$ cat config.mk
export PLATFORM = sky130hd
export DESIGN_NAME = int_ctrl_flat
export DESIGN_NICKNAME = d
export VERILOG_FILES = /design/src/rtl/int_ctrl_if.sv /design/src/rtl/int_ctrl.sv /design/src/flat_wrapper.sv
export SDC_FILE = /design/constraint.sdc
export NUM_CORES = 1
export LEC_CHECK = 0
export ABC_AREA = 1
export BUFFER_PORTS_ARGS = -buffer_cell sky130_fd_sc_hd__buf_2
export CAP_MARGIN = 10
export CORE_MARGIN = 4
export CORE_UTILIZATION = 47
export DETAILED_ROUTE_END_ITERATION = 16
export GPL_TIMING_DRIVEN = 0
export PLACE_DENSITY_LB_ADDON = 0.25
export RECOVER_POWER = 50
export SLEW_MARGIN = 10
export SYNTH_ARGS = -nofsm -noshare
export SYNTH_HDL_FRONTEND = slang
export SYNTH_SLANG_ARGS = --single-unit
$ cat constraint.sdc
create_clock -name ck -period 1.6 [get_ports ck]
set_clock_uncertainty 0.2 [all_clocks]
set_input_delay 0.24 -clock ck [delete_from_list [all_inputs] [get_ports ck]]
set_output_delay 0.24 -clock ck [all_outputs]
set_load 0.03 [all_outputs]
$ cat src/rtl/int_ctrl_if.sv
// Bus between the core and the interrupt controller: request inputs, mask/enable
// strobes, accept handshake, and the saved flag/PC snapshot returned to the core.
interface int_ctrl_if;
    logic [3:0] irq;
    logic       mask_we;
    logic [3:0] mask_wd;
    logic       ei;
    logic       di;
    logic       int_ack;
    logic [3:0] kind;
    logic       cc_c;
    logic       cc_z;
    logic [7:0] pc;
    logic       int_req;
    logic [7:0] int_vec;
    logic       int_c;
    logic       int_z;
    logic [7:0] ret_pc;
    logic       ie;
    logic       in_service;

    modport master (
        output irq, mask_we, mask_wd, ei, di, int_ack, kind, cc_c, cc_z, pc,
        input  int_req, int_vec, int_c, int_z, ret_pc, ie, in_service
    );

    modport slave (
        input  irq, mask_we, mask_wd, ei, di, int_ack, kind, cc_c, cc_z, pc,
        output int_req, int_vec, int_c, int_z, ret_pc, ie, in_service
    );
endinterface

$ cat src/rtl/int_ctrl.sv
// Four-source edge-triggered interrupt controller; snapshots carry/zero and the
// return PC on accept and holds them for the condition-code restore on RETI.
module int_ctrl (
    input logic       ck,
    input logic       res,
    input logic       ck2,
    int_ctrl_if.slave bus
);
    localparam logic [3:0] KIND_RETI = 4'b1000;

    typedef enum logic [1:0] {IDLE, PEND, SERVICE} state_t;

    state_t     state, state_n;
    logic [3:0] mask;
    logic [3:0] pending, pending_n;
    logic [3:0] irq_d;
    logic [3:0] qualified;
    logic [3:0] clr;
    logic [1:0] src, src_n, first_src;
    logic       ie, ie_n;
    logic       capture;
    logic       int_c, int_z;
    logic [7:0] ret_pc;

    assign qualified = pending & mask;

    // Lowest index wins, so scan from the top and let lower bits overwrite.
    always_comb begin
        first_src = 2'd0;
        for (int i = 3; i >= 0; i--) begin
            if (qualified[i]) first_src = 2'(i);
        end
    end

    always_comb begin
        state_n = state;
        src_n   = src;
        ie_n    = ie;
        capture = 1'b0;
        clr     = 4'b0000;
        if (bus.ei) ie_n = 1'b1;
        if (bus.di) ie_n = 1'b0;
        case (state)
            IDLE: begin
                if (ie && (qualified != 4'b0000)) begin
                    src_n   = first_src;
                    state_n = PEND;
                end
            end
            PEND: begin
                if (bus.di || !ie) begin
                    state_n = IDLE;
                end else if (bus.int_ack) begin
                    capture = 1'b1;
                    clr     = 4'b0001 << src;
                    ie_n    = 1'b0;
                    state_n = SERVICE;
                end
            end
            SERVICE: begin
                if (bus.kind == KIND_RETI) begin
                    ie_n    = 1'b1;
                    state_n = IDLE;
                end
            end
            default: state_n = IDLE;
        endcase
    end

    // A fresh edge on the source being acknowledged must survive the clear.
    assign pending_n = (pending & ~clr) | (bus.irq & ~irq_d);

    always_ff @(posedge ck) begin
        if (!res) begin
            state   <= IDLE;
            mask    <= 4'b0000;
            pending <= 4'b0000;
            irq_d   <= 4'b0000;
            src     <= 2'd0;
            ie      <= 1'b0;
            int_c   <= 1'b0;
            int_z   <= 1'b0;
            ret_pc  <= 8'h00;
        end else if (!ck2) begin
            state   <= state_n;
            pending <= pending_n;
            irq_d   <= bus.irq;
            src     <= src_n;
            ie      <= ie_n;
            if (bus.mask_we) mask <= bus.mask_wd;
            if (capture) begin
                int_c  <= bus.cc_c;
                int_z  <= bus.cc_z;
                ret_pc <= bus.pc;
            end
        end
    end

    assign bus.int_req    = (state == PEND);
    assign bus.int_vec    = {4'b1111, src, 2'b00};
    assign bus.int_c      = int_c;
    assign bus.int_z      = int_z;
    assign bus.ret_pc     = ret_pc;
    assign bus.ie         = ie;
    assign bus.in_service = (state == SERVICE);
endmodule

$ cat src/flat_wrapper.sv
// flat-port wrapper written by rule: the top's interface ports become plain ports
module int_ctrl_flat 
  (ck, res, ck2, bus_irq, bus_mask_we, bus_mask_wd, bus_ei, bus_di, bus_int_ack, bus_kind, bus_cc_c, bus_cc_z, bus_pc, bus_int_req, bus_int_vec, bus_int_c, bus_int_z, bus_ret_pc, bus_ie, bus_in_service);
  int_ctrl_if bus_i ();
  input logic ck;
  input logic res;
  input logic ck2;
  input wire logic [$bits(bus_i.irq)-1:0] bus_irq;
  input wire logic [$bits(bus_i.mask_we)-1:0] bus_mask_we;
  input wire logic [$bits(bus_i.mask_wd)-1:0] bus_mask_wd;
  input wire logic [$bits(bus_i.ei)-1:0] bus_ei;
  input wire logic [$bits(bus_i.di)-1:0] bus_di;
  input wire logic [$bits(bus_i.int_ack)-1:0] bus_int_ack;
  input wire logic [$bits(bus_i.kind)-1:0] bus_kind;
  input wire logic [$bits(bus_i.cc_c)-1:0] bus_cc_c;
  input wire logic [$bits(bus_i.cc_z)-1:0] bus_cc_z;
  input wire logic [$bits(bus_i.pc)-1:0] bus_pc;
  output wire logic [$bits(bus_i.int_req)-1:0] bus_int_req;
  output wire logic [$bits(bus_i.int_vec)-1:0] bus_int_vec;
  output wire logic [$bits(bus_i.int_c)-1:0] bus_int_c;
  output wire logic [$bits(bus_i.int_z)-1:0] bus_int_z;
  output wire logic [$bits(bus_i.ret_pc)-1:0] bus_ret_pc;
  output wire logic [$bits(bus_i.ie)-1:0] bus_ie;
  output wire logic [$bits(bus_i.in_service)-1:0] bus_in_service;
  assign bus_i.irq = bus_irq;
  assign bus_i.mask_we = bus_mask_we;
  assign bus_i.mask_wd = bus_mask_wd;
  assign bus_i.ei = bus_ei;
  assign bus_i.di = bus_di;
  assign bus_i.int_ack = bus_int_ack;
  assign bus_i.kind = bus_kind;
  assign bus_i.cc_c = bus_cc_c;
  assign bus_i.cc_z = bus_cc_z;
  assign bus_i.pc = bus_pc;
  assign bus_int_req = bus_i.int_req;
  assign bus_int_vec = bus_i.int_vec;
  assign bus_int_c = bus_i.int_c;
  assign bus_int_z = bus_i.int_z;
  assign bus_ret_pc = bus_i.ret_pc;
  assign bus_ie = bus_i.ie;
  assign bus_in_service = bus_i.in_service;
  int_ctrl u_core (.ck(ck), .res(res), .ck2(ck2), .bus(bus_i));
endmodule
==> out/qor.yml, run 1 <==
detailed_routing:
  via_per_inst: 4.77
  drcViolationCount: 0
  via_count: 1284
  drt_iter0_drc: 43
  ant_nets: 0
  finalWirelength_um: 3000
  wl_per_cell_um: 11.1
  drtPass1Iterations: 4
grt:
  grt_pass1_wl_um: 4790
  grt_max_degree: 17
  overflow: 0
  grt_pass1_vias: 1181
  track_usage: 0.177
  grt_antenna_before_repair: 0
clock_network:
  post-cts-setup-buffers: 0
  clockBufferDepth: 2
  cts.sinks: 27
  cts_buffers: 3
  cts_tree: "done"
  cts_max_level: 1
  clk_pin_slew_ns: 0.15
  root_buffer: "clkbuf_4"
  clk_latency_ns: 0.32
floorplan:
  die_x_um: 59.1
  ios: 50
  core_area_sq_um: 2480
  rows: 18
  start_util: 0.495
  dieHeight_um: 59.1
  die-area_sq_um: 3490
layout:
  fin_nets: 272
  fin_util: 0.689
  drive_above_1_share: 0.251
  synthToLayoutAreaGrowth_pct: 39.3
  n_antenna_cell: 0
  fill_cells: 238
  multi_input_area_sq_um: 596
  regArea_sq_um: 544
hold_path:
  hp-class: "input pin to flop"
sta:
  fin_crit_sh: 0.961
  hold_viol_final: 0
  finalSetupViolations: 0
  rsz0062_at_grt: "true"
  fmax_ghz: 0.650
  fin_tns_setup_ns: 0
  slew_viol_final: 0
  whs_ns: 0.00114
  fin_crit_ns: 1.54
  setup_slack_ns: 0.0627
yosys:
  synth_most_common_cell: "nor2_1"
  ys_warn_count: 0
  synth_cell_types: 23
  avgSynthCellArea_sq_um: 7.17
  ys_seq_elements: 27
  synth_area_leaders: "dfxtp_1, nor2_1, nand2_1"
  async_reset_ff_frac: 0
  yosys-top-cells-count: "nor2_1, nand2_1, dfxtp_1"
  synth.top_cell.area_share: 0.441
  syn_area_sq_um: 1230
  ys.flop_type: "dfxtp_1"
  synth_edf_count: 0
  seq_area_frac_synth: 0.441
  synth_top_area_cell: "dfxtp_1"
  syn_inst: 171
worst_setup_path:
  crit_required_ns: 1.16
  crit_path_max_fanout: 4
  crit_type: "flop to output pin"
  r2r_slack_ns: 0.10
  critPathCaptureType: "output pin"
  arrival_ns: 1.10
  start_kind: "flop"
power_and_ir_drop:
  powerDensity_nw_per_um2: 773
  p_leak_nw: 0.775
  ir_drop_mv: 0.482
placement:
  hpwl_um: 2100
  preCtsSetupSlack_ns: 0.109
  place.gp.congestion: 0.753
  numPortBuffers: 42
status:
  status: "finished, final reports clean"
flow_run:
  maxCapViolations: 0
## critical path, cell delays in order (launching register included)
cell and delay [ns]:
dfxtp_2 0.36, inv_1 0.08, ha_2 0.21, buf_6 0.14
## cell usage in the layout, fill, tap and decap left out, types with 8 or more instances in the layout
cell type and count:
nand2_1 33, dfxtp_1 24, o21ai_1 9, a21oi_1 13
o21ai_0 11, clkbuf_1 12, inv_1 8, dlygate4sd3_1 18
nor2_1 39, buf_2 30
## worst paths after layout
path,cells after the start,startpoint,endpoint
hold reg to reg,2,u_core.irq_d[3]$_SDFFE_PN0N_,u_core.irq_d[3]$_SDFFE_PN0N_
hold / removal,3,ck2,u_core.irq_d[1]$_SDFFE_PN0N_
setup reg to reg,8,u_core.state[1]$_SDFFE_PN0P_,u_core.bus.ret_pc[5]$_SDFFE_PN0P_
setup / recovery,3,u_core.state[0]$_SDFFE_PN0P_,bus_in_service
## logic make-up after synthesis
kind of cell               share of synthesized area
adders and majority gates                     0.0306
buffers and inverters                         0.0898
AOI/OAI and AO/OA                              0.148
and+or+nand+nor                                0.285
DFF                                            0.441
other                                        0.00612
## repair_timing
action,4_1_cts,5_1_grt
gates resized for setup,6,3
pin swaps,0,1
hold buffers,18,0
gates cloned,0,0
hold endpoints to repair,18,0
endpoints found under the setup margin,2,6
## state kept, by name, indices dropped and copies added, names as in the netlist
name and flops:
u_core.src 2, u_core.mask 4, u_core.bus.ret_pc 8, u_core.bus.int_z 1, u_core.pending 4, u_core.state 2, u_core.bus.int_c 1, u_core.bus.ie 1
u_core.irq_d 4
## layout make-up
class                   instances  area share
repair buffers                 60       0.229
plain buffers                   9      0.0374
clock inverters                 1     0.00440
inverters                      12      0.0271
flip-flops and latches         27       0.319
well taps                      30      0.0220
multi-input cells             127       0.349
clock buffers                   3      0.0132
## power breakdown
group	internal (mW)	switching [mW]	leakage (nW)
Clock	0.0954	0.199	0.0139
Combinational	0.138	0.160	0.540
Sequential	0.705	0.0220	0.221
## per-stage QoR
stage	area [sq um]	total power, mW	cells
floorplan	1240	0.914	175
global placement	1490	0.980	247
detailed placement	1490	0.988	247
CTS	1710	1.32	269
global route	1710	1.40	269
finish	1710	1.32	269
## per-layer routing
layer / vias up / GRT usage / wire [um]
li1: 669 / - / -
met1: 573 / 0.215 / 1310
met2: 38 / 0.312 / 1500
met3: 4 / 0.0305 / 165
met4: 0 / 0.0583 / 27
met5: - / 0 / 0
(Power assumes the default switching activity.)
==> run 2: changes to the inputs <==
--- a/config.mk
+++ b/config.mk
@@ -9,7 +9,7 @@
 export BUFFER_PORTS_ARGS = -buffer_cell sky130_fd_sc_hd__buf_2
 export CAP_MARGIN = 10
 export CORE_MARGIN = 4
-export CORE_UTILIZATION = 47
+export CORE_UTILIZATION = 50
 export DETAILED_ROUTE_END_ITERATION = 16
 export GPL_TIMING_DRIVEN = 0
 export PLACE_DENSITY_LB_ADDON = 0.25
==> constraint.sdc (replaced) <==
create_clock -name ck -period 1.99 [get_ports ck]
set_clock_uncertainty 0.2 [all_clocks]
set_input_delay 0.2985 -clock ck [delete_from_list [all_inputs] [get_ports ck]]
set_output_delay 0.2985 -clock ck [all_outputs]
set_load 0.03 [all_outputs]
==> run 2 against run 1 <==
Final cell count is 5.9% lower; via count decreased by 6.5%; routed wire length fell by 8.0%; critical path depth unchanged; global-route usage fell by 0.14 points; sequential share of layout area increased by 3.3 points; combinational power down 30%; final area fell by 9.9%; first-iteration DRC count is 53% lower; critical path type unchanged; largest cell class unchanged; largest power group unchanged; highest routed layer unchanged.
==> out/qor.yml, run 2 (same netlist as run 1, synthesis figures left out) <==
layout:
  n_antenna_cell: 0
  multi_input_area_sq_um: 591
  largest_register_ffs: 8
  layout_commonest_cell: "nor2_1"
  fill_cells: 205
  fin_util: 0.676
  final_cell_mix: "nor2_1, nand2_1, buf_2"
  regMostFlops: "u_core.bus.ret_pc"
  regArea_sq_um: 541
  drive_above_1_share: 0.231
  fin_nets: 258
  synthToLayoutAreaGrowth_pct: 25.5
clock_network:
  cts_resized: 0
  clockBufferDepth: 2
  post-cts-setup-buffers: 0
  cts_tree: "done"
  root_buffer: "clkbuf_4"
  cts.sinks: 27
  clk_latency_ns: 0.33
  clk_pin_slew_ns: 0.15
  cts_max_level: 1
  cts_hold_repair.buffers: 4
  cts_buffers: 3
sta:
  finalSetupViolations: 0
  fin_crit_ns: 1.72
  slew_viol_final: 0
  whs_ns: 0.000101
  setup_slack_ns: 0.271
  fin_tns_setup_ns: 0
  rsz0062_at_grt: "false"
  fin_crit_sh: 0.864
  fmax_ghz: 0.582
  hold_viol_final: 0
detailed_routing:
  ant_nets: 0
  drt_iter0_drc: 20
  drcViolationCount: 0
  finalWirelength_um: 2760
  via_per_inst: 4.74
  drtPass1Iterations: 4
  wl_per_cell_um: 10.9
  via_count: 1200
grt:
  grt_max_degree: 16
  overflow: 0
  grt_pass1_vias: 1086
  track_usage: 0.175
  grt_pass1_wl_um: 4680
  grt_antenna_before_repair: 0
worst_setup_path:
  critPathBufInv: 2
  crit_family: "flip-flops"
  critPathSlowestCell: "dfxtp_1"
  setup.worst_path.start: "u_core.state[0]$_SDFFE_PN0P_"
  arrival_ns: 1.22
  critPathCaptureType: "output pin"
  r2r-start: "u_core.bus.ie$_SDFFE_PN0N_"
  max_stage_delay_ns: 0.39
  crit_path_max_fanout: 4
  start_kind: "flop"
  crit_required_ns: 1.49
  crit_type: "flop to output pin"
  path_cells: "inv_1, ha_1, buf_2"
hold_path:
  hp-class: "input pin to flop"
  hold_start: "bus_cc_c"
floorplan:
  core_area_sq_um: 2280
  ios: 50
  die-area_sq_um: 3310
  die_x_um: 57.5
  rows: 17
  dieHeight_um: 57.5
  start_util: 0.539
placement:
  numPortBuffers: 42
  preCtsSetupSlack_ns: 0.477
  hpwl_um: 2150
  place.gp.congestion: 0.833
power_and_ir_drop:
  ir_drop_mv: 0.501
  p_leak_nw: 0.714
  powerDensity_nw_per_um2: 667
  power_mw: 1.03
flow_run:
  maxCapViolations: 0
status:
  status: "finished, final reports clean"
==> run 2: changes by cell type in the layout (fill, tap and decap cells not counted), moves of 2 or more <==
cell,delta
clkbuf_1,+2
dfxtp_1,+3
dfxtp_2,-3
dlygate4sd3_1,-14
buf_6,-2
ha_1,+2
ha_2,-2
==> run 2: through the flow <==
| step | area, sq um | std cells |
|---|---|---|
| after floorplan | 1240 | 175 |
| after detailed placement | 1490 | 245 |
| after CTS | 1550 | 253 |
| final | 1540 | 253 |
| after global routing | 1540 | 253 |
| after global placement | 1490 | 245 |
==> run 2: power breakdown <==
| part | switching [mW] | total (mW) | internal [mW] |
|---|---|---|---|
| Clock | 0.160 | 0.235 | 0.0754 |
| Combinational | 0.125 | 0.209 | 0.0846 |
| Sequential | 0.0169 | 0.582 | 0.565 |
| Total | 0.301 | 1.03 | 0.725 |
==> run 2: layer usage <==
metal | vias to the layer above | part of all wire | global-route usage
met5 | - | 0 | 0
met1 | 523 | 0.44 | 0.222
li1 | 640 | - | -
met2 | 32 | 0.48 | 0.303
met4 | 0 | 0.013 | 0.0497
met3 | 5 | 0.057 | 0.0294
==> run 2: worst min-delay path: stages <==
cell and delay [ns]:
buf_2 0.08, o21ai_1 0.06, nor2_1 0.07
==> run 2: final timing paths <==
path	to	slack, ns	cells past startpoint
max	bus_in_service	0.27	3
max reg2reg	u_core.bus.ret_pc[0]$_SDFFE_PN0P_	0.45	8
min reg2reg	u_core.irq_d[2]$_SDFFE_PN0N_	0.27	2
min	u_core.bus.int_c$_SDFFE_PN0P_	0.0001	3
==> run 2: final cells by class <==
| type | instances | share of cell area |
|---|---|---|
| buffer | 9 | 0.0415 |
| clock buffer | 3 | 0.0146 |
| clock inverter | 1 | 0.00325 |
| inverter | 12 | 0.0301 |
| multi-input combinational | 127 | 0.384 |
| sequential | 27 | 0.351 |
| tap | 28 | 0.0228 |
| timing repair buffer | 46 | 0.153 |
==> run 3: changes to the inputs <==
--- a/config.mk
+++ b/config.mk
@@ -8,8 +8,8 @@
 export ABC_AREA = 1
 export BUFFER_PORTS_ARGS = -buffer_cell sky130_fd_sc_hd__buf_2
 export CAP_MARGIN = 10
-export CORE_MARGIN = 4
-export CORE_UTILIZATION = 50
+export CORE_MARGIN = 10
+export CORE_UTILIZATION = 40
 export DETAILED_ROUTE_END_ITERATION = 16
 export GPL_TIMING_DRIVEN = 0
 export PLACE_DENSITY_LB_ADDON = 0.25
==> run 3 against run 2 <==
Non-clock buffer count decreased by 1; register-to-register slack got worse by 0.04 ns; power decreased by 1.0%; combinational power about the same; count of clock-buffer cells in the layout increased by 1; fmax increased by 0.27%; highest routed layer unchanged.
==> out/qor.yml, run 3 (same netlist as run 1, synthesis figures left out) <==
sta:
  fin_tns_setup_ns: 0
  fin_crit_ns: 1.71
  hold_viol_final: 0
  slew_viol_final: 0
  fmax_ghz: 0.583
  finalSetupViolations: 0
  fin_crit_sh: 0.861
  rsz0062_at_grt: "false"
placement:
  placedCellCount: 250
  numPortBuffers: 42
  place.gp.congestion: 0.760
  hpwl_um: 2320
worst_setup_path:
  arrival_ns: 1.22
  crit_family: "flip-flops"
  start_kind: "flop"
  path_cells: "inv_1, ha_1, buf_2"
  crit_path_max_fanout: 4
  critPathBufInv: 2
  max_stage_delay_ns: 0.40
  crit_type: "flop to output pin"
  critPathSlowestCell: "dfxtp_1"
  critPathCaptureType: "output pin"
  r2r_slack_ns: 0.41
  crit_required_ns: 1.49
power_and_ir_drop:
  powerDensity_nw_per_um2: 663
  power_frac_seq: 0.572
  internal_power_mw: 0.727
  p_sw_frac: 0.285
  power_switching_mw: 0.289
  power_frac_clock: 0.225
  ir_drop_mv: 0.515
  combPwrFrac: 0.203
  p_leak_nw: 0.703
layout:
  fill_cells: 332
  multi_input_area_sq_um: 591
  final_cell_mix: "nor2_1, nand2_1, buf_2"
  regMostFlops: "u_core.bus.ret_pc"
  stdcell_count: 257
  fin_nets: 257
  largest_register_ffs: 8
  drive_above_1_share: 0.223
  n_antenna_cell: 0
  regArea_sq_um: 541
  fin_util: 0.510
  layout_commonest_cell: "nor2_1"
  synthToLayoutAreaGrowth_pct: 25.0
detailed_routing:
  finalWirelength_um: 2930
  via_per_inst: 4.54
  wl_per_cell_um: 11.4
  drtPass1Iterations: 4
  drcViolationCount: 0
  drt_iter0_drc: 82
  ant_nets: 0
  via_count: 1167
clock_network:
  cts_max_level: 1
  cts.sinks: 27
  post-cts-setup-buffers: 0
  cts_buffers: 3
  root_buffer: "clkbuf_4"
  cts_hold_repair.buffers: 0
  clockBufferDepth: 2
  clk_pin_slew_ns: 0.14
  cts_resized: 0
  clk_latency_ns: 0.31
  cts_tree: "done"
grt:
  overflow: 0
  grt_max_degree: 15
  grt_pass1_vias: 1014
  grt_antenna_before_repair: 0
  grt_pass1_wl_um: 4530
  track_usage: 0.101
floorplan:
  rows: 20
  start_util: 0.408
  core_area_sq_um: 3000
  die-area_sq_um: 5680
  ios: 50
  die_x_um: 75.4
  dieHeight_um: 75.4
flow_run:
  maxCapViolations: 0
status:
  status: "finished, final reports clean"
hold_path:
  hp-class: "input pin to flop"
[run 3: changes by cell type in the layout (fill, tap and decap cells not counted), sizes merged]
| cell | delta |
|---|---|
| buf | -1 |
| clkbuf | +2 |
| clkinv | -1 |
| dlygate4sd3 | -1 |
[run 3: through the flow]
| stage | worst slack [ns] | cell area, sq um | hold slack (ns) | power (mW) |
|---|---|---|---|---|
| after global routing | 0.172 | 1530 | 0.000619 | 1.08 |
| after CTS | 0.261 | 1520 | 0.000537 | 1.02 |
| after detailed placement | 0.472 | 1490 | 0.248 | 0.795 |
| final | 0.276 | 1530 | 0.00763 | 1.02 |
| after floorplan | 0.392 | 1240 | 0.232 | 0.735 |
| after global placement | 0.462 | 1490 | 0.244 | 0.793 |
[run 3: tightest hold or removal path, cell delays in order]
cell	delay [ns]
buf_2	0.07
o21ai_1	0.05
nor2_1	0.07
[run 3: area by class of cell]
cell class,instances,area share
tap,33,0.0269
buffer,9,0.0416
clock buffer,4,0.0171
multi-input combinational,127,0.385
inverter,12,0.0302
timing repair buffer,45,0.146
sequential,27,0.353
[run 3: metal layers]
layer | share of wire | global-route usage
met5 | 0 | 0
met4 | 0.014 | 0.0186
met3 | 0.065 | 0.0456
met2 | 0.45 | 0.161
met1 | 0.47 | 0.123
[run 3: final timing paths]
check | start | cells past startpoint | to
max | u_core.state[0]$_SDFFE_PN0P_ | 3 | bus_in_service
min | bus_pc[2] | 3 | u_core.bus.ret_pc[2]$_SDFFE_PN0P_
max reg2reg | u_core.state[0]$_SDFFE_PN0P_ | 8 | u_core.state[1]$_SDFFE_PN0P_
min reg2reg | u_core.irq_d[3]$_SDFFE_PN0N_ | 2 | u_core.irq_d[3]$_SDFFE_PN0N_
[run 3: power by group through the flow]
| stage | Sequential [mW] | Clock [mW] | Combinational, mW |
|---|---|---|---|
| after global placement | 0.593 | 0 | 0.200 |
| after CTS | 0.582 | 0.239 | 0.202 |
| after detailed placement | 0.593 | 0 | 0.201 |
| after floorplan | 0.595 | 0 | 0.140 |
| after global routing | 0.586 | 0.261 | 0.232 |
| final | 0.582 | 0.229 | 0.206 |
